File: src/rtl/ov7670_sccb_config_ctrl.sv
//-----------------------------------------------------------------------------
// ov7670_sccb_config_ctrl
//
// Powers up the OV7670 camera and then walks an external register table,
// writing each entry to the camera over SCCB as a 3-phase write:
// {DEV_ID, reg_addr, reg_data}. Runs once automatically after reset. A rising
// edge on the resend switch while idle in DONE replays the table. The camera
// power-up sequence is not repeated on a replay.
//
// Table entry encoding (rom_data):
//   16'hFFFF : end of table
//   16'hFFF0 : wait DLY_CYC cycles
//   other    : {reg_addr, reg_data}
//
// Ports:
//   sys_clk       system clock, all logic on the rising edge
//   sys_rst_n     asynchronous active-low reset
//   resend        asynchronous switch level; a rising edge in DONE replays
//   rom_addr      table index
//   rom_data      table entry, combinational from rom_addr
//   sioc          SCCB clock
//   siod_o        SCCB data drive value
//   siod_oe       1 = drive siod_o, 0 = release the pad (top-level tristate)
//   siod_i        SCCB data sampled from the pad
//   ov7670_reset  camera reset, active low
//   ov7670_pwdn   camera power-down, held 0
//   busy          sequence in progress
//   done          table completed; cleared on a replay
//   nack_err      sticky NACK flag
//
// Build option:
//   SCCB_ACK_CHECK_EN  when defined, siod_i is sampled in each 9th bit slot and
//                      a high value sets nack_err. When undefined, siod_i is
//                      ignored and nack_err is tied to 0.
//-----------------------------------------------------------------------------
module ov7670_sccb_config_ctrl #(
    parameter int         CLK_FREQ_HZ  = 50000000,
    parameter int         SCCB_FREQ_HZ = 100000,
    parameter int         PWR_WAIT_CYC = 1000000,
    parameter int         GAP_CYC      = 500,
    parameter int         DLY_CYC      = 500000,
    parameter logic [7:0] DEV_ID       = 8'h42
) (
    input  logic        sys_clk,
    input  logic        sys_rst_n,
    input  logic        resend,
    output logic [7:0]  rom_addr,
    input  logic [15:0] rom_data,
    output logic        sioc,
    output logic        siod_o,
    output logic        siod_oe,
    input  logic        siod_i,
    output logic        ov7670_reset,
    output logic        ov7670_pwdn,
    output logic        busy,
    output logic        done,
    output logic        nack_err
);

    localparam int          QTR       = CLK_FREQ_HZ / (4 * SCCB_FREQ_HZ);
    localparam logic [31:0] QTR_LAST  = 32'(QTR - 1);
    localparam logic [31:0] PWR_LAST  = 32'(PWR_WAIT_CYC - 1);
    localparam logic [31:0] GAP_LAST  = 32'(GAP_CYC - 1);
    localparam logic [31:0] DLY_LAST  = 32'(DLY_CYC - 1);

    typedef enum logic [3:0] {
        PWR_RST,
        PWR_SET,
        FETCH,
        START,
        BITS,
        STOP,
        GAP,
        DELAY,
        DONE
    } state_t;

    typedef struct packed {
        logic sioc;
        logic sda;
        logic oe;
        logic cam_rst;
        logic busy;
        logic done;
    } pins_t;

    state_t      state, state_nx;
    logic [31:0] cnt, cnt_nx;
    logic [1:0]  phase, phase_nx;
    logic [4:0]  slot, slot_nx;
    logic [26:0] tx_bits, tx_bits_nx;
    logic [7:0]  addr_nx;
    logic        rs_meta, rs_sync, rs_prev;
    logic        restart;
    logic        qtr_end;
    pins_t       pins_nx;

    // The 9th slot of each byte is the slave's acknowledge window.
    function automatic logic is_ack_slot(input logic [4:0] sl);
        return (sl == 5'd8) || (sl == 5'd17) || (sl == 5'd26);
    endfunction

    // Pin levels for a given position in the sequence. Decoded from the
    // next-state values and registered, so the pins are glitch-free yet
    // follow the state with no extra cycle of lag.
    function automatic pins_t decode_pins(input state_t st, input logic [1:0] ph,
                                          input logic [4:0] sl, input logic [26:0] bits);
        pins_t p;
        p.sioc    = 1'b1;
        p.sda     = 1'b1;
        p.oe      = 1'b0;
        p.cam_rst = 1'b1;
        p.busy    = 1'b1;
        p.done    = 1'b0;
        case (st)
            PWR_RST: p.cam_rst = 1'b0;
            START: begin
                p.oe   = 1'b1;
                p.sda  = 1'b0;
                p.sioc = (ph == 2'd0);
            end
            BITS: begin
                p.sioc = ph[1];
                if (!is_ack_slot(sl)) begin
                    p.oe  = 1'b1;
                    p.sda = bits[5'd26 - sl];
                end
            end
            STOP: begin
                if (ph == 2'd0) begin
                    p.sioc = 1'b0;
                    p.oe   = 1'b1;
                    p.sda  = 1'b0;
                end else if (ph == 2'd1) begin
                    p.oe   = 1'b1;
                    p.sda  = 1'b0;
                end
            end
            DONE: begin
                p.busy = 1'b0;
                p.done = 1'b1;
            end
            default: ;
        endcase
        return p;
    endfunction

    // Resend switch synchroniser and rising-edge detect.
    always_ff @(posedge sys_clk or negedge sys_rst_n) begin
        if (!sys_rst_n) begin
            rs_meta <= 1'b0;
            rs_sync <= 1'b0;
            rs_prev <= 1'b0;
        end else begin
            rs_meta <= resend;
            rs_sync <= rs_meta;
            rs_prev <= rs_sync;
        end
    end

    // A resend edge outside DONE is simply dropped.
    assign restart = (state == DONE) && rs_sync && !rs_prev;
    assign qtr_end = (cnt == QTR_LAST);

    // Next-state logic. The cycle counter restarts on every state entry and,
    // in START/BITS/STOP, on every quarter-period boundary.
    always_comb begin
        state_nx   = state;
        cnt_nx     = cnt + 32'd1;
        phase_nx   = phase;
        slot_nx    = slot;
        tx_bits_nx = tx_bits;
        addr_nx    = rom_addr;
        case (state)
            PWR_RST: begin
                if (cnt == PWR_LAST) begin
                    state_nx = PWR_SET;
                    cnt_nx   = 32'd0;
                end
            end
            PWR_SET: begin
                if (cnt == PWR_LAST) begin
                    state_nx = FETCH;
                    cnt_nx   = 32'd0;
                end
            end
            FETCH: begin
                cnt_nx = 32'd0;
                if (rom_data == 16'hFFFF) begin
                    state_nx = DONE;
                end else if (rom_data == 16'hFFF0) begin
                    state_nx = DELAY;
                end else begin
                    // Ack slots carry a 1 so the released line reads high.
                    tx_bits_nx = {DEV_ID, 1'b1, rom_data[15:8], 1'b1, rom_data[7:0], 1'b1};
                    state_nx   = START;
                    phase_nx   = 2'd0;
                end
            end
            START: begin
                if (qtr_end) begin
                    cnt_nx = 32'd0;
                    if (phase == 2'd1) begin
                        state_nx = BITS;
                        phase_nx = 2'd0;
                        slot_nx  = 5'd0;
                    end else begin
                        phase_nx = phase + 2'd1;
                    end
                end
            end
            BITS: begin
                if (qtr_end) begin
                    cnt_nx   = 32'd0;
                    phase_nx = phase + 2'd1;
                    if (phase == 2'd3) begin
                        if (slot == 5'd26) begin
                            state_nx = STOP;
                            slot_nx  = 5'd0;
                        end else begin
                            slot_nx = slot + 5'd1;
                        end
                    end
                end
            end
            STOP: begin
                if (qtr_end) begin
                    cnt_nx = 32'd0;
                    if (phase == 2'd3) begin
                        state_nx = GAP;
                        phase_nx = 2'd0;
                    end else begin
                        phase_nx = phase + 2'd1;
                    end
                end
            end
            GAP: begin
                if (cnt == GAP_LAST) begin
                    state_nx = FETCH;
                    cnt_nx   = 32'd0;
                    addr_nx  = rom_addr + 8'd1;
                end
            end
            DELAY: begin
                if (cnt == DLY_LAST) begin
                    state_nx = FETCH;
                    cnt_nx   = 32'd0;
                    addr_nx  = rom_addr + 8'd1;
                end
            end
            DONE: begin
                cnt_nx = cnt;
                if (restart) begin
                    state_nx = FETCH;
                    cnt_nx   = 32'd0;
                    addr_nx  = 8'd0;
                end
            end
            default: begin
                state_nx = PWR_RST;
                cnt_nx   = 32'd0;
            end
        endcase
    end

    assign pins_nx = decode_pins(state_nx, phase_nx, slot_nx, tx_bits_nx);

    // State, counters and registered pin outputs.
    always_ff @(posedge sys_clk or negedge sys_rst_n) begin
        if (!sys_rst_n) begin
            state        <= PWR_RST;
            cnt          <= 32'd0;
            phase        <= 2'd0;
            slot         <= 5'd0;
            tx_bits      <= 27'd0;
            rom_addr     <= 8'd0;
            sioc         <= 1'b1;
            siod_o       <= 1'b1;
            siod_oe      <= 1'b0;
            ov7670_reset <= 1'b0;
            busy         <= 1'b0;
            done         <= 1'b0;
        end else begin
            state        <= state_nx;
            cnt          <= cnt_nx;
            phase        <= phase_nx;
            slot         <= slot_nx;
            tx_bits      <= tx_bits_nx;
            rom_addr     <= addr_nx;
            sioc         <= pins_nx.sioc;
            siod_o       <= pins_nx.sda;
            siod_oe      <= pins_nx.oe;
            ov7670_reset <= pins_nx.cam_rst;
            busy         <= pins_nx.busy;
            done         <= pins_nx.done;
        end
    end

    assign ov7670_pwdn = 1'b0;

`ifdef SCCB_ACK_CHECK_EN
    logic ack_sample;
    logic nack_q, nack_nx;

    // Sample once, in the first cycle after sioc rises inside an ack slot.
    assign ack_sample = (state == BITS) && (phase == 2'd2) && (cnt == 32'd0) && is_ack_slot(slot);

    always_comb begin
        nack_nx = nack_q;
        if (restart) begin
            nack_nx = 1'b0;
        end else if (ack_sample && siod_i) begin
            nack_nx = 1'b1;
        end
    end

    // Sticky NACK flag; the sequence never aborts on it.
    always_ff @(posedge sys_clk or negedge sys_rst_n) begin
        if (!sys_rst_n) begin
            nack_q <= 1'b0;
        end else begin
            nack_q <= nack_nx;
        end
    end

    assign nack_err = nack_q;
`else
    logic unused_siod;
    assign unused_siod = siod_i;
    assign nack_err    = 1'b0;
`endif

endmodule

File: config.mk
export PLATFORM = sky130hd
export DESIGN_NAME = ov7670_sccb_config_ctrl
export DESIGN_NICKNAME = d
export VERILOG_FILES = /design/src/rtl/ov7670_sccb_config_ctrl.sv
export SDC_FILE = /design/constraint.sdc
export NUM_CORES = 1
export LEC_CHECK = 0
export CORE_ASPECT_RATIO = 0.9
export CORE_MARGIN = 2
export CORE_UTILIZATION = 25
export DETAILED_ROUTE_END_ITERATION = 6
export PLACE_DENSITY_LB_ADDON = 0.05
export SYNTH_ARGS = -nofsm -noshare
export SYNTH_HDL_FRONTEND = slang
export SYNTH_SLANG_ARGS = --single-unit
File: constraint.sdc
create_clock -name sys_clk -period 5.15 [get_ports sys_clk]
set_input_delay 0.7725 -clock sys_clk [delete_from_list [all_inputs] [get_ports sys_clk]]
set_output_delay 0.7725 -clock sys_clk [all_outputs]
set_load 0.01 [all_outputs]
==> flow_summary_export.csv, run 1 <==
group,metric,value,unit
worst_hold_path,holdPathEnd,"rs_sync",
die,std_cell_rows,48,
finish,fin_cells,794,
sta,fin_crit_sh,0.770,
yosys,synth_area,0.00492,mm2
power,ir_drop,0.126,mV
critical_path,required,5.41,ns
power,power.leakage,2.42,nW
sta,finalSetupViolCount,0,
clocking,cts_max_level,3,
worst_hold_path,hp-start,"rs_meta",
detailed_routing,vias,3963,
critical_path,r2r_end,"siod_o",
die,initial_core_util,0.256,
detailed_routing,routed_wl,13.1,mm
global_routing,grt_max_degree,51,
critical_path,r2r_cells,12,
sta,hold_viol,0,
critical_path,r2r-start,"cnt[24]",
yosys,ys.flop_type,"dfrtp_1",
clocking,clock-root-buffer,"clkbuf_16",
sta,worst_pin_slew,0.869,ns
global_routing,overflow,0,
status,outcome,"finished, final reports clean",
critical_path,worstPathArrival,4.23,ns
yosys,synthCells,508,
yosys,yosysMostFrequentCell,"dfrtp_1",
detailed_routing,wire_per_inst,16.5,um
critical_path,path_max_fanout,12,
clocking,cts_max_path_buffers,2,
sta,fin_crit,3.97,ns
worst_hold_path,worstHoldPathCells,0,
clocking,clock_latency,0.35,ns
placed_design,hpwl,9.19,mm
die,num_io_pins,36,
finish,fin_util,0.302,
critical_path,endpoint_kind,"flop",
placed_design,dp_cells,778,
finish,layout-drive-gt1-share,0.118,
detailed_routing,drt_iter0_markers,204,
sta,timing.fmax,0.252,GHz
placed_design,post-place-ws,1.15,ns
sta,relSlewSlack,0.416,
critical_path,r2r_setup_slack,1.18,ns
yosys,yosys.area.top_type,"dfrtp_1",
yosys,ys_top_cells_by_count,"85 x dfrtp_1, 56 x nor2_1, 37 x nand2_1",
yosys,synth.top_cells.by_area,"dfrtp_1 43%, nor2_1 4.3%, mux2_2 3.2%",
global_routing,grt_pass1_wl,21.3,mm
placed_design,port_buffers,32,
clocking,clkSlewWorstSetupHoldPaths,0.07,ns
global_routing,grt_pass1_vias,3845,
run,drv_cap,0,
finish,layout.nets,569,
clocking,cts_hold_buf,0,
worst_hold_path,hp-class,"reg2reg",
yosys,yosysWarningCount,0,
sta,worst_slack,1.18,ns
sta,rsz0062_at_grt,"false",
detailed_routing,ant_nets,0,
clocking,cts_resized,0,
finish,antenna_cells,0,
die,dieWidth,152,um
yosys,synthDominantCellAreaShare,0.432,
placed_design,gp_congestion,0.765,
clocking,cts_tree,"yes",
finish,nFillCells,2017,
critical_path,crit_type,"reg2reg",
detailed_routing,drc,0,
die,die_h,137,um
die,core,0.0192,mm2
yosys,synth_edf_count,0,
detailed_routing,viasPerCell,4.99,
clocking,post_cts_buffers,0,
die,die-area,0.0208,mm2
yosys,synth_cell_types,75,
sta,tns,0,ns
yosys,synth-seq-cells,87,
yosys,ys_seq_area_frac,0.443,
sta,slew_violations,0,
global_routing,grt_use_total,0.131,
detailed_routing,drtPass1Iterations,4,
clocking,cts_made_buffers,9,
finish,syn_to_final_growth,18.0,%
critical_path,worst_setup_path_start_kind,"flop",
sta,finalClockSkew,0.0134,ns
clocking,cts_sinks,87,
yosys,synth_area_per_cell,9.69,um2
global_routing,antenna_found_initial,0,
power,power_density,246,mW/mm2
yosys,synth-async-reset-ratio,1.00,
[worst max-delay path, cell delays in order, from the launching register on]
cell and delay (ns):
dfrtp_1 0.42, nor4_1 0.42, nand4_1 0.52, o31a_1 0.49, nor2_2 0.11, buf_4 0.26
inv_1 0.09, ha_1 0.38, inv_1 0.24, mux4_2 0.36, o21bai_1 0.17, a21o_1 0.20
a32oi_1 0.21
[routing by layer]
layer,track usage,vias up,part of all wire
met1,0.186,1955,0.52
li1,-,1921,-
met2,0.202,79,0.44
met4,0.0405,0,0.010
met3,0.0279,8,0.033
met5,0,-,0
[worst max-delay path by stage]
stage / from / end / slack [ns]
final: cnt[24] / siod_o / 1.18
after detailed placement: rom_data[0] / siod_o / 1.15
after CTS: cnt[24] / siod_o / 1.11
after global routing: cnt[24] / siod_o / 0.87
after global placement: rom_data[0] / siod_o / 1.14
after floorplan: phase[1] / siod_o / 1.90
[state kept, by name, indices dropped and copies added, names as in the netlist]
signal and flops:
busy 1, cnt 32, done 1, ov7670_reset 1, phase 2, rom_addr 8
rs_meta 1, rs_prev 1, rs_sync 1, sioc 1, siod_o 1, siod_oe 1
slot 5, state 4, tx_bits 27
[metrics by stage]
stage | power [mW] | instance area (um2) | hold slack [ns]
floorplan | 0.718 | 4930 | 0.331
global placement | 0.752 | 5500 | 0.345
detailed placement | 0.752 | 5500 | 0.342
CTS | 1.47 | 5810 | 0.365
global route | 1.50 | 5810 | 0.374
finish | 1.43 | 5810 | 0.357
[placed cells by master (no fill, tap or decap), types with 5 or more instances in the layout]
master / instances
dfrtp_1: 85
nor2_1: 56
nand2_1: 37
clkdlybuf4s50_1: 31
nand3_1: 23
inv_1: 22
o21ai_0: 19
nand4_1: 17
and3_1: 16
xor2_1: 15
mux2_2: 14
nor2b_1: 13
a21oi_1: 13
nor3_1: 12
nor4_1: 10
o31ai_1: 10
ha_1: 10
xnor2_1: 9
clkbuf_16: 9
buf_4: 8
mux2i_1: 7
nand4b_1: 6
nand2b_1: 5
or2_2: 5
o22ai_1: 5
mux4_2: 5
[report_power, final]
| group | internal, mW | switching [mW] | leakage (nW) |
|---|---|---|---|
| combinational | 0.0204 | 0.0245 | 1.14 |
| clock | 0.396 | 0.294 | 0.154 |
| sequential | 0.690 | 0.00216 | 1.12 |
[kinds of logic (layout without fill, tap and decap cells)]
logic type                 count (synthesis)  count (layout)  share of synthesized area
buffers and inverters                     43              78                     0.0429
AOI/OAI and AO/OA                         85              85                      0.120
adders and majority gates                 10              10                     0.0254
and+or+nand+nor                          231             231                      0.254
muxes                                     27              27                     0.0714
other                                      1               2                   0.000761
DFF                                       87              87                      0.443
xor gates and xnor gates                  24              24                     0.0427
[area by class of cell]
cell class,instances,area [um2],area share
tap,250,313,0.0538
timing repair buffer,39,370,0.0637
clock inverter,6,73.8,0.0127
clock buffer,10,239,0.0411
inverter,23,91.3,0.0157
sequential,87,2180,0.375
multi-input combinational,379,2540,0.438
(Power assumes the default switching activity.)
==> run 2: changes to the inputs <==
==> constraint.sdc (replaced) <==
create_clock -name sys_clk -period 3.47 [get_ports sys_clk]
set_input_delay 0.5205 -clock sys_clk [delete_from_list [all_inputs] [get_ports sys_clk]]
set_output_delay 0.5205 -clock sys_clk [all_outputs]
set_load 0.01 [all_outputs]
==> flow_summary_export.csv, run 2 (synthesized netlist as in run 1, its figures left out) <==
group,metric,value,unit
finish,registers.top_by_ff_count,"cnt",
global_routing,top_usage_layer,"met2",
sta,relSlewSlack,0.501,
critical_path,r2r-start,"cnt[0]",
finish,multi_input_area,0.00258,mm2
placed_design,dp_cells,820,
critical_path,max_stage_delay,0.46,ns
clocking,cts_max_path_buffers,2,
detailed_routing,viasPerCell,4.80,
die,dieWidth,152,um
die,num_io_pins,36,
global_routing,grt_use_met2,0.213,
critical_path,path_max_fanout,4,
placed_design,gp_congestion,0.768,
finish,reg_top3,"cnt: 32 flops, tx_bits: 27 flops, rom_addr: 8 flops",
finish,layout_common_cells,"85 x dfrtp_1, 56 x nor2_1, 48 x buf_4, 37 x nand2_1, 31 x clkdlybuf4s50_1",
power,power_density,330,mW/mm2
sta,worst_pin_slew,0.745,ns
finish,layout-drive-gt1-share,0.196,
global_routing,grt_use_total,0.136,
critical_path,startpoint,"cnt[0]",
critical_path,crit_top_cell,"inv_1",
critical_path,critPathBufInv,3,
finish,fin_cells,838,
detailed_routing,wire_per_inst,16.0,um
finish,syn_to_final_growth,25.8,%
sta,fin_crit_sh,0.928,
die,die-area,0.0208,mm2
die,die_h,137,um
detailed_routing,drc,0,
sta,hold_viol,0,
worst_hold_path,hp-class,"in2async",
critical_path,path_delay_family,"compound AO/OA/AOI/OAI gates",
finish,regArea,0.00218,mm2
sta,timing.hold.ws,0.216,ns
die,core,0.0192,mm2
clocking,clock-root-buffer,"clkbuf_16",
global_routing,antenna_found_initial,0,
detailed_routing,drtPass1Iterations,4,
finish,largest_reg_flops,32,
critical_path,cp_slowest_cell,"a2111o_1",
global_routing,overflow,0,
clocking,cts_max_level,3,
global_routing,grt_pass1_vias,4037,
clocking,cts_made_buffers,9,
placed_design,hpwl,9.76,mm
global_routing,grt_pass1_wl,22.2,mm
run,drv_cap,0,
die,std_cell_rows,48,
sta,timing.fmax,0.310,GHz
global_routing,grt_max_degree,52,
global_routing,grt_use_met3,0.0329,
placed_design,port_buffers,32,
clocking,cts_hold_buf,0,
power,power.leakage,2.64,nW
detailed_routing,vias,4021,
finish,antenna_cells,0,
critical_path,required,3.75,ns
clocking,cts_sinks,87,
finish,nFillCells,1981,
finish,layout_commonest_cell,"dfrtp_1",
clocking,clkSlewWorstSetupHoldPaths,0.06,ns
finish,layout.nets,613,
sta,slew_violations,0,
clocking,cts_tree,"yes",
sta,finalClockSkew,0.00801,ns
clocking,clock_latency,0.35,ns
status,outcome,"finished, final reports clean",
critical_path,crit_type,"reg2reg",
global_routing,met1_usage,0.189,
critical_path,worst_setup_path_start_kind,"flop",
detailed_routing,ant_nets,0,
critical_path,worstPathArrival,3.50,ns
detailed_routing,drt_iter0_markers,154,
sta,fin_crit,3.22,ns
detailed_routing,routed_wl,13.4,mm
critical_path,endpoint_kind,"flop",
sta,rsz0062_at_grt,"false",
sta,finalSetupViolCount,0,
critical_path,path_cells,"inv_1 > ha_2 > nand4bb_4 > a2111o_1 > o31a_1 > nor2_2 > inv_1 > ha_1 > inv_2 > mux4_2 > o21bai_1 > a21o_1 > a32oi_1",
die,initial_core_util,0.256,
power,ir_drop,0.202,mV
==> run 2: per-layer routing <==
metal | routed length [um] | up-vias
li1 | - | 2000
met1 | 6840 | 1947
met2 | 5980 | 64
met3 | 474 | 10
met4 | 128 | 0
met5 | 0 | -
==> run 2: area by class of cell <==
| class | count | share of cell area |
|---|---|---|
| inverter | 23 | 0.0147 |
| clock buffer | 10 | 0.0386 |
| timing repair buffer | 83 | 0.121 |
| sequential | 87 | 0.352 |
| multi-input combinational | 379 | 0.416 |
| tap | 250 | 0.0505 |
| clock inverter | 6 | 0.00707 |
==> run 2: final timing paths <==
path | to | slack (ns) | depth (start not counted)
min reg2reg | rs_sync | 0.36 | 0
min in group sys_clk | rs_sync | 0.36 | 0
max reg2reg | siod_o | 0.25 | 13
max in group asynchronous | sioc | 2.46 | 2
max | siod_o | 0.25 | 13
min | cnt[1] | 0.22 | 1
==> run 2: timing repair <==
item                       4_1_cts  5_1_grt
resized for setup                0        7
hold endpoints to repair         0        0
setup endpoints to repair        0        2
buffers inserted                 0        2
==> run 2: through the flow <==
step | TNS, ns | power (mW) | setup WS, ns | cell area, um2 | util
floorplan | 0 | 1.07 | 0.222 | 4930 | -
global placement | -0.0814 | 1.12 | -0.0814 | 5860 | 0.305
detailed placement | -0.0949 | 1.12 | -0.0949 | 5860 | 0.305
CTS | 0 | 2.09 | 0.136 | 6150 | 0.320
global route | 0 | 2.15 | 0.0330 | 6200 | 0.322
finish | 0 | 2.05 | 0.249 | 6200 | 0.322
==> run 2: where the power goes <==
| part | internal [mW] | switching (mW) | leakage (nW) |
|---|---|---|---|
| clock network | 0.508 | 0.441 | 0.139 |
| logic | 0.0331 | 0.0376 | 1.38 |
| registers | 1.02 | 0.00309 | 1.12 |
| total | 1.57 | 0.482 | 2.64 |
